[config.mk]
export PLATFORM = sky130hd
export DESIGN_NAME = cbus_arbiter
export DESIGN_NICKNAME = d
export VERILOG_FILES = /design/src/rtl/cbus_arbiter.sv
export SDC_FILE = /design/constraint.sdc
export NUM_CORES = 1
export LEC_CHECK = 0
export CAP_MARGIN = 20
export CORE_AREA = 2 2 119 121
export DETAILED_ROUTE_END_ITERATION = 6
export DIE_AREA = 0 0 121 123
export DONT_BUFFER_PORTS = 1
export GPL_ROUTABILITY_DRIVEN = 0
export PLACE_DENSITY = 0.3
export SYNTH_ARGS = -nofsm -noshare
export SYNTH_HDL_FRONTEND = slang
export SYNTH_SLANG_ARGS = --single-unit
[constraint.sdc]
create_clock -name clk -period 1.3 [get_ports clk]
set_input_delay 0.195 -clock clk [delete_from_list [all_inputs] [get_ports clk]]
set_output_delay 0.195 -clock clk [all_outputs]
set_load 0.005 [all_outputs]
[src/rtl/cbus_arbiter.sv]
// cbus_arbiter: grants one of N cached-bus masters at a time onto the single
// downstream cbus port and holds the grant until the burst's last beat.
//
// Ports:
//   clk, reset                  clock, synchronous active-high reset
//   m_valid/m_is_write [N]      per-master request valid / write flag
//   m_size [3*N], m_addr [32*N], m_strobe [4*N], m_data [32*N], m_len [4*N]
//                               per-master request fields, master k at slice k
//   m_ready/m_last [N]          per-master beat accepted / last beat
//   m_rdata [32]                shared read data, valid for the granted master
//   s_valid ... s_len           downstream request (fields of granted master)
//   s_ready, s_last, s_rdata    downstream beat handshake and read data
//   busy, grant [N]             grant held / one-hot grant (0 when idle)
//
// Build option: CBUS_ARBITER_ROUND_ROBIN_EN rotates priority starting at the
// index after the previous winner; otherwise the lowest requesting index wins.
// Request/response paths are combinational through the granted master.
module cbus_arbiter #(
  parameter int unsigned N     = 2,
  parameter int unsigned IDX_W = $clog2(N)
) (
  input  logic            clk,
  input  logic            reset,
  input  logic [N-1:0]    m_valid,
  input  logic [N-1:0]    m_is_write,
  input  logic [3*N-1:0]  m_size,
  input  logic [32*N-1:0] m_addr,
  input  logic [4*N-1:0]  m_strobe,
  input  logic [32*N-1:0] m_data,
  input  logic [4*N-1:0]  m_len,
  output logic [N-1:0]    m_ready,
  output logic [N-1:0]    m_last,
  output logic [31:0]     m_rdata,
  output logic            s_valid,
  output logic            s_is_write,
  output logic [2:0]      s_size,
  output logic [31:0]     s_addr,
  output logic [3:0]      s_strobe,
  output logic [31:0]     s_data,
  output logic [3:0]      s_len,
  input  logic            s_ready,
  input  logic            s_last,
  input  logic [31:0]     s_rdata,
  output logic            busy,
  output logic [N-1:0]    grant
);

  localparam int unsigned SUM_W = IDX_W + 1;

  typedef enum logic {
    IDLE = 1'b0,
    BUSY = 1'b1
  } state_e;

  state_e           state_q, state_d;
  logic [IDX_W-1:0] sel_q, sel_d;
  logic [IDX_W-1:0] rr_base;
  logic [N-1:0]     req_rot;
  logic [IDX_W-1:0] win_off;
  logic [IDX_W-1:0] win_idx;
  logic [SUM_W-1:0] win_sum;
  logic             found;

`ifdef CBUS_ARBITER_ROUND_ROBIN_EN
  logic [IDX_W-1:0] rr_q, rr_d;
  logic [IDX_W-1:0] win_next;
  logic [SUM_W-1:0] inc_sum;
  assign rr_base = rr_q;
`else
  assign rr_base = '0;
`endif

  // Winner search: rotate requests so the search start sits at bit 0, take
  // the lowest set bit, then map the offset back to a master index mod N.
  always_comb begin
    req_rot = N'({m_valid, m_valid} >> rr_base);
    found   = 1'b0;
    win_off = '0;
    for (int k = 0; k < int'(N); k++) begin
      if (!found && req_rot[k]) begin
        found   = 1'b1;
        win_off = IDX_W'(k);
      end
    end
    win_sum = {1'b0, rr_base} + {1'b0, win_off};
    if (win_sum >= SUM_W'(N)) begin
      win_sum = win_sum - SUM_W'(N);
    end
    win_idx = IDX_W'(win_sum);
  end

`ifdef CBUS_ARBITER_ROUND_ROBIN_EN
  // Next search start: one past the winner, wrapping at N.
  always_comb begin
    inc_sum = {1'b0, win_idx} + SUM_W'(1);
    if (inc_sum >= SUM_W'(N)) begin
      inc_sum = '0;
    end
    win_next = IDX_W'(inc_sum);
  end
`endif

  // Next-state: grant on any request in IDLE, release on the last beat.
  always_comb begin
    state_d = state_q;
    sel_d   = sel_q;
`ifdef CBUS_ARBITER_ROUND_ROBIN_EN
    rr_d    = rr_q;
`endif
    case (state_q)
      IDLE: begin
        if (|m_valid) begin
          state_d = BUSY;
          sel_d   = win_idx;
`ifdef CBUS_ARBITER_ROUND_ROBIN_EN
          rr_d    = win_next;
`endif
        end
      end
      BUSY: begin
        if (s_ready && s_last) begin
          state_d = IDLE;
        end
      end
      default: state_d = IDLE;
    endcase
  end

  // Output mux: everything is zero unless a grant is held.
  always_comb begin
    m_ready    = '0;
    m_last     = '0;
    m_rdata    = '0;
    s_valid    = 1'b0;
    s_is_write = 1'b0;
    s_size     = '0;
    s_addr     = '0;
    s_strobe   = '0;
    s_data     = '0;
    s_len      = '0;
    busy       = 1'b0;
    grant      = '0;
    if (state_q == BUSY) begin
      busy    = 1'b1;
      m_rdata = s_rdata;
      for (int k = 0; k < int'(N); k++) begin
        if (sel_q == IDX_W'(k)) begin
          s_valid    = m_valid[k];
          s_is_write = m_is_write[k];
          s_size     = m_size[3*k +: 3];
          s_addr     = m_addr[32*k +: 32];
          s_strobe   = m_strobe[4*k +: 4];
          s_data     = m_data[32*k +: 32];
          s_len      = m_len[4*k +: 4];
          m_ready[k] = s_ready;
          m_last[k]  = s_last;
          grant[k]   = 1'b1;
        end
      end
    end
  end

  // State registers.
  always_ff @(posedge clk) begin
    if (reset) begin
      state_q <= IDLE;
      sel_q   <= '0;
`ifdef CBUS_ARBITER_ROUND_ROBIN_EN
      rr_q    <= '0;
`endif
    end else begin
      state_q <= state_d;
      sel_q   <= sel_d;
`ifdef CBUS_ARBITER_ROUND_ROBIN_EN
      rr_q    <= rr_d;
`endif
    end
  end

endmodule

; ---- Word-level counts from Yosys, hierarchy flattened
; Cells that the tools add are included.
[word_totals]
input_bits = 190
ramBits = 0
wordCells = 41
mem_bits_ro = 0
ff_bits = 2
mem_count = 0
latch_bits = 0
[classes]
n_mul = 0
shift = 0
add_sub_neg = 1
n_bitwise = 1
n_lt_le_gt_ge = 1
div = 0
reduce_logical = 5
n_eq_ne = 0
muxes = 31
[op_table]
columns = operator, count
row1 = $mux W32, 5
row2 = $mux W1, 16
row3 = $mux W4, 4
row4 = $mux W2, 3
row5 = $mux W3, 2
row6 = $ge A1 B2 Y1 const B, 1
row7 = $logic_and A1 B1 Y1, 2
row8 = $pmux W1 S2, 1
row9 = $reduce_and A2 Y1, 1
row10 = $reduce_or A2 Y1, 1
row11 = $logic_not A1 Y1, 1
row12 = $not A1 Y1, 1
row13 = $sub A1 B1 Y1 const B, 1

; ---- Depth between registers and ports, before layout
; Gate-level depths: netlist of the first run.
[logic_depth]
ltp_word = 6
ltp_mapped = 4
depth_no_buf = 2

; ---- Worst setup path after synthesis of the first run
; Ideal clock, no wire load.
[synth_path]
path_type = reg2out
start = register state_q
end = output s_addr[24]
stages_incl_launch_ff = 5
required_ns = 1.105
arrival_ns = 0.893
path_slack_ns = 0.212
cell_sequence = dfxtp_1 > inv_2 > buf_2 > buf_2 > nor2_1
[synth_via]
elab_chain_cells = 1
[synth_lines]
columns = element, line_no
row1 = from (decl), 55  ; state_e state_q, state_d;
row2 = from (signal assigned), 172  ; state_q <= state_d;
row3 = $mux W32, 143  ; if (state_q == BUSY) begin
row4 = to (decl), 37  ; output logic [31:0] s_addr,
; No other way between the ends.

; ---- Worst setup path in the final report of the first run
[layout_path]
start = register sel_q
end = output s_data[29]
[layout_via]
elab_chain_cells = 2
[layout_lines]
columns = element, line_no
row1 = from (decl), 56  ; logic [IDX_W-1:0] sel_q, sel_d;
row2 = from (signal assigned), 173  ; sel_q <= sel_d;
row3 = $mux W32, 147  ; if (sel_q == IDX_W'(k)) begin
row4 = $mux W32, 143
row5 = to (decl), 39  ; output logic [31:0] s_data,
; No other way between the ends.

==> results.yml, run 1 <==
synthesis:
  synth_nets: 411
  netlist_instances: 221
  syn_area_sq_um: 1535
  yosys_warnings: 0
  synth_area_per_cell_sq_um: 6.947
  yosysUniqueCellTypes: 16
  synth-seq-cells: 2
  yosysSeqAreaShare_pct: 2.608
timing:
  worst_slack_ns: -0.1029
  slew_headroom_pct: 85.84
  holdWs_ns: 0.03380
  fin_crit_sh_pct: 107.9
  post-route-min-period_ns: 1.403
  worst_pin_slew_ns: 0.2110
  finClkSkew_ns: 0.003738
  setup_viol: 75
  final-hold-violation-count: 0
  rsz0062_at_grt: "true"
  fmax_ghz: 0.7128
  drv_slew: 0
drt:
  ant_nets: 0
  drtPass1Iterations: 4
  viasPerCell: 4.118
  route.detailed.drc: 0
  drt_iter0_markers: 63
  wirelength_microns: 6966
  via_count: 1672
  wl_per_cell_microns: 17.16
placement:
  io_buffers: 0
  place_inst: 389
  placed_cell_area_sq_um: 1737
  dpl.hpwl_microns: 4764
final_layout:
  ff_latch_area_sq_um: 47.55
  finalNonFillerCells: 406
  final_net_count: 417
  layout_common_cells: "nor2_1, mux2i_1, and2_1"
  final_common_cell: "nor2_1"
  syn_to_final_growth_pct: 40.59
  fill_cells: 1547
  num_antenna_cells: 0
  post-route-util_pct: 15.86
  multi_input_area_sq_um: 1361
  stdcell_area_sq_um: 2158
  drive_gt1_share_pct: 16.37
worst_hold_path:
  hold_path.class: "in2reg"
  hold_path_end: "sel_q"
  hold_path_depth: 1
  hp-start: "reset"
cts:
  insertion_delay_ns: 0.22
  clock_sinks: 2
  cts-root-buf: "clkbuf_16"
  cts-htree-levels: 1
  cts_tree: "done"
  clockBufferDepth: 2
  cts.reportedPaths.clkPinSlew_ns: 0.03
  postCtsHoldBufs: 0
  numCtsBuffers: 3
die:
  start_util_pct: 11.28
  die-area_sq_um: 14880
  die_w_microns: 121
  die_y_microns: 123
  core_area_sq_um: 13610
  rows: 43
  io_pins: 306
global_route:
  grtUsageTotal_pct: 6.879
  grt_max_degree: 39
  grt-ovfl-total: 0
  antenna_found_initial: 0
  grt_pass1_vias: 1407
  grt_pass1_wl_microns: 7755
outcome:
  violations: "setup timing"
  status: "complete, but fails checks"
critical_path:
  path_class: "reg2out"
  cp_slowest_cell: "dfxtp_4"
  rr_worst_depth: 3
  reg2reg_to: "sel_q"
  path_cells: "buf_12, clkbuf_16, mux2i_1, nor2_1"
  cp_max_fo: 6
  rrSetupSlack_ns: 0.17
  worstPathRequired_ns: 1.11
  cp.arrival_ns: 1.21
  r2r_start: "state_q"
  crit_path_start_kind: "flop"
  cp-end-kind: "output port"
  cpPeakStageDelay_ns: 0.41
job:
  drv_cap: 0
power:
  p_leak_nw: 0.7570
  vdd.ir_drop.worst_mv: 0.7859
  powerDensity_nw_per_um2: 622.5
[cell usage after synthesis]
library cell	count	area (sq um)
nand2b_1	1	6.260
and2_1	34	212.7
mux2i_1	77	770.7
a311oi_1	1	8.760
a221oi_2	1	15.01
buf_12	1	20.02
nor2_1	78	292.8
buf_2	2	10.01
buf_4	2	15.01
dfxtp_1	2	40.04
nor3_1	1	5.000
inv_2	2	7.510
and3_1	2	12.51
clkbuf_1	9	33.78
nor2b_1	1	6.260
buf_6	7	78.83
[cell type report]
cell class	instances	share of cell area, %
flip-flops and latches	2	2.203
well taps	180	10.43
repair buffers	22	20.17
clock buffers	4	3.652
multi-input cells	196	63.07
inverters	2	0.4638
[through the flow]
stage                power, W  TNS, ns  worst slack, ns
finish               0.001343   -4.555          -0.1029
global route         0.001435   -8.754          -0.1532
CTS                  0.001295   -5.385          -0.1060
detailed placement  0.0006797        0          0.03658
global placement    0.0006770        0          0.05039
floorplan           0.0005850        0           0.2117
[critical path: cells and delay by family, from the launching register on]
family	cells	cell delay, ns
buffers and inverters	2	0.31
DFF	1	0.41
and+or+nand+nor	1	0.07
muxes	1	0.18
[worst max-delay path by stage]
| stage | from | endpoint | slack (ns) | cells after the start |
|---|---|---|---|---|
| 2_1_floorplan | state_q | s_addr[24] | 0.21 | 4 |
| 3_3_place_gp | state_q | m_last[0] | 0.05 | 3 |
| 3_5_place_dp | state_q | m_last[0] | 0.04 | 3 |
| 4_1_cts | sel_q | s_addr[11] | -0.11 | 4 |
| 5_1_grt | sel_q | s_size[1] | -0.15 | 4 |
| 6_report | sel_q | s_data[29] | -0.10 | 4 |
[per-layer routing]
layer	track usage [%]	wire length [microns]
met5	0	0
met4	2.834	113
met3	0.9225	649
met2	12.71	3475
met1	7.951	2728
[registers in the layout, summed over array words and instances, names as in the netlist]
register and count:
state_q 1, sel_q 1
[report_power, final]
group           total, W  internal, W  switching [W]
sequential     0.0000796    0.0000662      0.0000134
clock           0.000477     0.000404      0.0000735
combinational   0.000787     0.000396       0.000391
total            0.00134     0.000866       0.000478
[cell families after synthesis]
logic type | synth area share [%]
flops | 2.608
buf+inv | 10.76
mux | 50.20
compound gates | 1.548
simple gates | 34.88
[repair_timing]
action / in CTS / in global routing
pin swaps: 2 / 3
cloned: 5 / 4
setup buffers: 3 / 1
resized for setup: 12 / 6
endpoints found under the setup margin: 79 / 78
Note: power is estimated with default switching activity, not from simulation.
==> run 2: changes to the inputs <==
CTS_BUF_LIST = sky130_fd_sc_hd__clkbuf_8   (was not set)
==> run 2 against run 1 <==
The flow still finishes with violations (setup timing). Utilization is 0.64 points lower. Worst hold slack better by 0.0077 ns. Sequential share of layout area increased by 0.093 points. Clock power is 47% lower. Power shrank 19%. Sequential power shrank 2%. Die area is the same. Critical path depth unchanged. Routed wire length fell by 5.3%. Cell count down 0.74%. Count of clock-buffer cells in the layout shrank 1. Flip-flop and latch count stayed put. Critical endpoint is now s_size[1]. Largest cell class unchanged.
==> results.yml, run 2 (synthesis gave the netlist of run 1 again) <==
critical_path:
  r2r_start: "state_q"
  worstPathRequired_ns: 1.11
  rrSetupSlack_ns: 0.19
  reg2reg_to: "sel_q"
  cp.arrival_ns: 1.20
  crit_path_start_kind: "flop"
  path_class: "reg2out"
  cp-end-kind: "output port"
  cp_max_fo: 6
  rr_worst_depth: 3
global_route:
  grtUsageTotal_pct: 6.860
  grt_pass1_wl_microns: 7728
  grt-ovfl-total: 0
  grt_pass1_vias: 1407
  grt_max_degree: 39
  antenna_found_initial: 0
timing:
  holdWs_ns: 0.04148
  finClkSkew_ns: 0.006561
  setup_viol: 71
  fmax_ghz: 0.7174
  post-route-min-period_ns: 1.394
  worst_slack_ns: -0.09391
  worst_pin_slew_ns: 0.1995
  tns_ns: -4.074
  drv_slew: 0
  rsz0062_at_grt: "true"
  final-hold-violation-count: 0
  fin_crit_sh_pct: 107.2
  slew_headroom_pct: 86.44
die:
  rows: 43
  core_area_sq_um: 13610
  die_y_microns: 123
  die-area_sq_um: 14880
  io_pins: 306
  start_util_pct: 11.28
  die_w_microns: 121
drt:
  wirelength_microns: 6594
  drt_iter0_markers: 28
  via_count: 1652
  drtPass1Iterations: 4
  ant_nets: 0
  viasPerCell: 4.099
  wl_per_cell_microns: 16.36
  route.detailed.drc: 0
cts:
  clockBufferDepth: 2
  cts.reportedPaths.clkPinSlew_ns: 0.03
  numCtsBuffers: 3
  clock_sinks: 2
  insertion_delay_ns: 0.21
  postCtsHoldBufs: 0
  cts-htree-levels: 1
  cts-root-buf: "clkbuf_8"
  cts_tree: "done"
final_layout:
  finalNonFillerCells: 403
  fill_cells: 1557
  multi_input_area_sq_um: 1368
  syn_to_final_growth_pct: 34.88
  layout_common_cells: "nor2_1, mux2i_1, and2_1"
  drive_gt1_share_pct: 16.14
  num_antenna_cells: 0
  final_net_count: 414
  final_common_cell: "nor2_1"
  top_regs: "sel_q x1, state_q x1"
  ff_latch_area_sq_um: 47.55
power:
  power_w: 0.001083
  p_leak_nw: 0.7169
  powerDensity_nw_per_um2: 523.2
  vdd.ir_drop.worst_mv: 0.4489
placement:
  pre_cts_ws_ns: 0.03658
  place_inst: 389
  io_buffers: 0
  dpl.hpwl_microns: 4764
worst_hold_path:
  hold_path_end: "sel_q"
  hp-start: "reset"
  hold_path.class: "in2reg"
  hold_path_depth: 1
job:
  drv_cap: 0
outcome:
  status: "complete, but fails checks"
  violations: "setup timing"
[run 2: cell type report]
type                    instances  share of cell area [%]
multi-input cells             196                   66.04
repair buffers                 19                   18.25
well taps                     180                   10.88
flip-flops and latches          2                   2.296
clock buffers                   3                   1.994
inverters                       2                  0.3625
clock inverters                 1                  0.1813
[run 2: worst max-delay path by stage]
stage,startpoint,endpoint,slack [ns],cells after the start
after floorplan,state_q,s_addr[24],0.21,4
after global placement,state_q,m_last[0],0.05,3
after detailed placement,state_q,m_last[0],0.04,3
after CTS,sel_q,s_addr[11],-0.1,4
after global routing,sel_q,s_size[1],-0.15,4
final,sel_q,s_size[1],-0.09,4
[run 2: metrics by stage]
stage	area (sq um)	util, %
after floorplan	1535	-
after global placement	1737	12.76
after detailed placement	1737	12.76
after CTS	1998	14.68
after global routing	2071	15.21
final	2071	15.21
[run 2: timing repair]
action | 4_1_cts | 5_1_grt
gates resized for setup | 11 | 7
hold endpoints to repair | 0 | 0
setup endpoints to repair | 77 | 79
cloned | 5 | 2
pin swaps | 1 | 3
setup buffers | 3 | 0
[run 2: per-layer routing]
metal	GRT usage, %	up-vias	routed length (microns)
met5	0	-	0
met4	2.834	0	113
met3	0.9225	8	644
met2	12.68	160	3344
met1	7.923	749	2491
li1	-	735	-
[run 2: report_power, final]
part / leakage (nW) / switching, W / internal [W]
clock: 0.0269 / 0.0000515 / 0.000200
combinational: 0.672 / 0.000380 / 0.000374
sequential: 0.0178 / 0.0000119 / 0.0000662
[run 2: critical path, cell delays in order, from the launching register on]
cell and delay (ns):
dfxtp_4 0.41, buf_12 0.15, clkbuf_16 0.16, mux2i_1 0.18
nor2_1 0.07
==> run 3: changes to the inputs <==
CTS_BUF_LIST = not set   (was sky130_fd_sc_hd__clkbuf_8)
clock period = 1.8 ns   (was 1.3 ns; I/O delays follow)
==> run 3 against run 2 <==
The run now ends clean. Utilization is 2.3 points lower. Cell area decreased by 15%. Clock skew down 0.0033 ns. Count of clock-buffer cells in the layout increased by 1. First-iteration DRC count rose by 25%. Power decreased by 25%. Worst hold slack improved by 0.067 ns. Via count down 5.8%. Sequential share of layout area rose by 0.20 points. Highest routed layer unchanged.
==> results.yml, run 3 (synthesis gave the netlist of run 1 again) <==
cts:
  cts_tree: "done"
  cts-htree-levels: 1
  clockBufferDepth: 2
  numCtsBuffers: 3
  insertion_delay_ns: 0.22
  cts_setup_buffers: 0
  cts-root-buf: "clkbuf_16"
  cts.reportedPaths.clkPinSlew_ns: 0.03
  clock_sinks: 2
  postCtsHoldBufs: 0
  cts_resized: 0
die:
  start_util_pct: 11.28
  die_w_microns: 121
  die_y_microns: 123
  rows: 43
  io_pins: 306
  core_area_sq_um: 13610
  die-area_sq_um: 14880
critical_path:
  crit_path_start_kind: "flop"
  cp-end-kind: "output port"
  cp-startpoint: "sel_q"
  cp_max_fo: 80
  r2r_start: "sel_q"
  rr_worst_depth: 3
  cp.arrival_ns: 1.44
  crit_buf_inv: 1
  path_class: "reg2out"
  cpPeakStageDelay_ns: 0.41
  cp_slowest_cell: "buf_12"
  reg2reg_to: "sel_q"
  rrSetupSlack_ns: 0.58
  path_cells: "buf_12, mux2i_1, nor2_1"
  worstPathRequired_ns: 1.53
  cp_top_family: "buffers and inverters"
power:
  pwr-share-seq_pct: 6.3
  p_comb_share_pct: 51.0
  vdd.ir_drop.worst_mv: 0.6106
  powerDensity_nw_per_um2: 460.8
  p_leak_nw: 0.5766
  p_switching_w: 0.0002980
  clock_power_share_pct: 42.8
  switching_share_pct: 36.84
  p_int_w: 0.0005109
final_layout:
  final_common_cell: "nor2_1"
  fill_cells: 1549
  final_net_count: 401
  syn_to_final_growth_pct: 14.34
  drive_gt1_share_pct: 6.190
  ff_latch_area_sq_um: 43.79
  post-route-util_pct: 12.90
  num_antenna_cells: 0
  multi_input_area_sq_um: 1330
  top_regs: "sel_q x1, state_q x1"
  layout_common_cells: "nor2_1, mux2i_1, and2_1"
timing:
  drv_slew: 0
  final-hold-violation-count: 0
  setup_viol: 0
  tns_ns: 0
  fin_crit_sh_pct: 95.14
  post-route-min-period_ns: 1.712
  worst_pin_slew_ns: 0.5379
  rsz0062_at_grt: "false"
  slew_headroom_pct: 64.14
  fmax_ghz: 0.5840
  worst_slack_ns: 0.08753
  finClkSkew_ns: 0.003221
drt:
  via_count: 1556
  drt_iter0_markers: 35
  viasPerCell: 3.990
  wirelength_microns: 5371
  drtPass1Iterations: 4
  wl_per_cell_microns: 13.77
  ant_nets: 0
  route.detailed.drc: 0
placement:
  pre_cts_ws_ns: 0.3380
  dpl.hpwl_microns: 4364
  io_buffers: 0
outcome:
  status: "complete, no violations"
global_route:
  grt_pass1_wl_microns: 6299
  grt_pass1_vias: 1203
  grtUsageTotal_pct: 5.477
  grt-ovfl-total: 0
  antenna_found_initial: 0
  grt_max_degree: 81
worst_hold_path:
  hold_path.class: "in2reg"
  hp-start: "reset"
  hold_path_end: "sel_q"
  hold_path_depth: 1
job:
  drv_cap: 0
[run 3: per-layer routing]
| metal | GRT usage (%) | vias up | routed length [microns] |
|---|---|---|---|
| met2 | 10.25 | 158 | 2812 |
| li1 | - | 707 | - |
| met1 | 6.085 | 687 | 1845 |
| met5 | 0 | - | 0 |
| met3 | 0.9686 | 4 | 648 |
| met4 | 2.253 | 0 | 65 |
[run 3: power groups by stage]
stage          Combinational [W]  Clock, W  Sequential, W
5_1_grt                 0.000455  0.000359      0.0000513
4_1_cts                 0.000417  0.000352      0.0000506
3_5_place_dp            0.000416         0      0.0000512
3_3_place_gp            0.000414         0      0.0000511
6_report                0.000412  0.000346      0.0000506
2_1_floorplan           0.000372         0      0.0000508
[run 3: through the flow]
stage / hold slack (ns) / total power [W] / cell area (sq um) / instances
final: 0.1083 / 0.0008089 / 1755 / 390
after global routing: 0.1060 / 0.0008651 / 1755 / 390
after CTS: 0.1065 / 0.0008206 / 1755 / 390
after detailed placement: 0.3383 / 0.0004671 / 1677 / 386
after global placement: 0.3371 / 0.0004656 / 1677 / 386
after floorplan: 0.3362 / 0.0004225 / 1535 / 221
[run 3: worst max path at each step]
stage	to	depth (start not counted)
floorplan	s_addr[24]	4
global placement	s_addr[31]	3
detailed placement	s_addr[31]	3
CTS	s_addr[31]	3
global route	s_addr[31]	3
finish	s_addr[31]	3
[run 3: layout make-up]
| cell class | count | area share (%) |
|---|---|---|
| multi-input combinational | 196 | 75.77 |
| tap | 180 | 12.83 |
| clock buffer | 4 | 4.490 |
| timing repair buffer | 6 | 3.991 |
| sequential | 2 | 2.495 |
| inverter | 2 | 0.4277 |
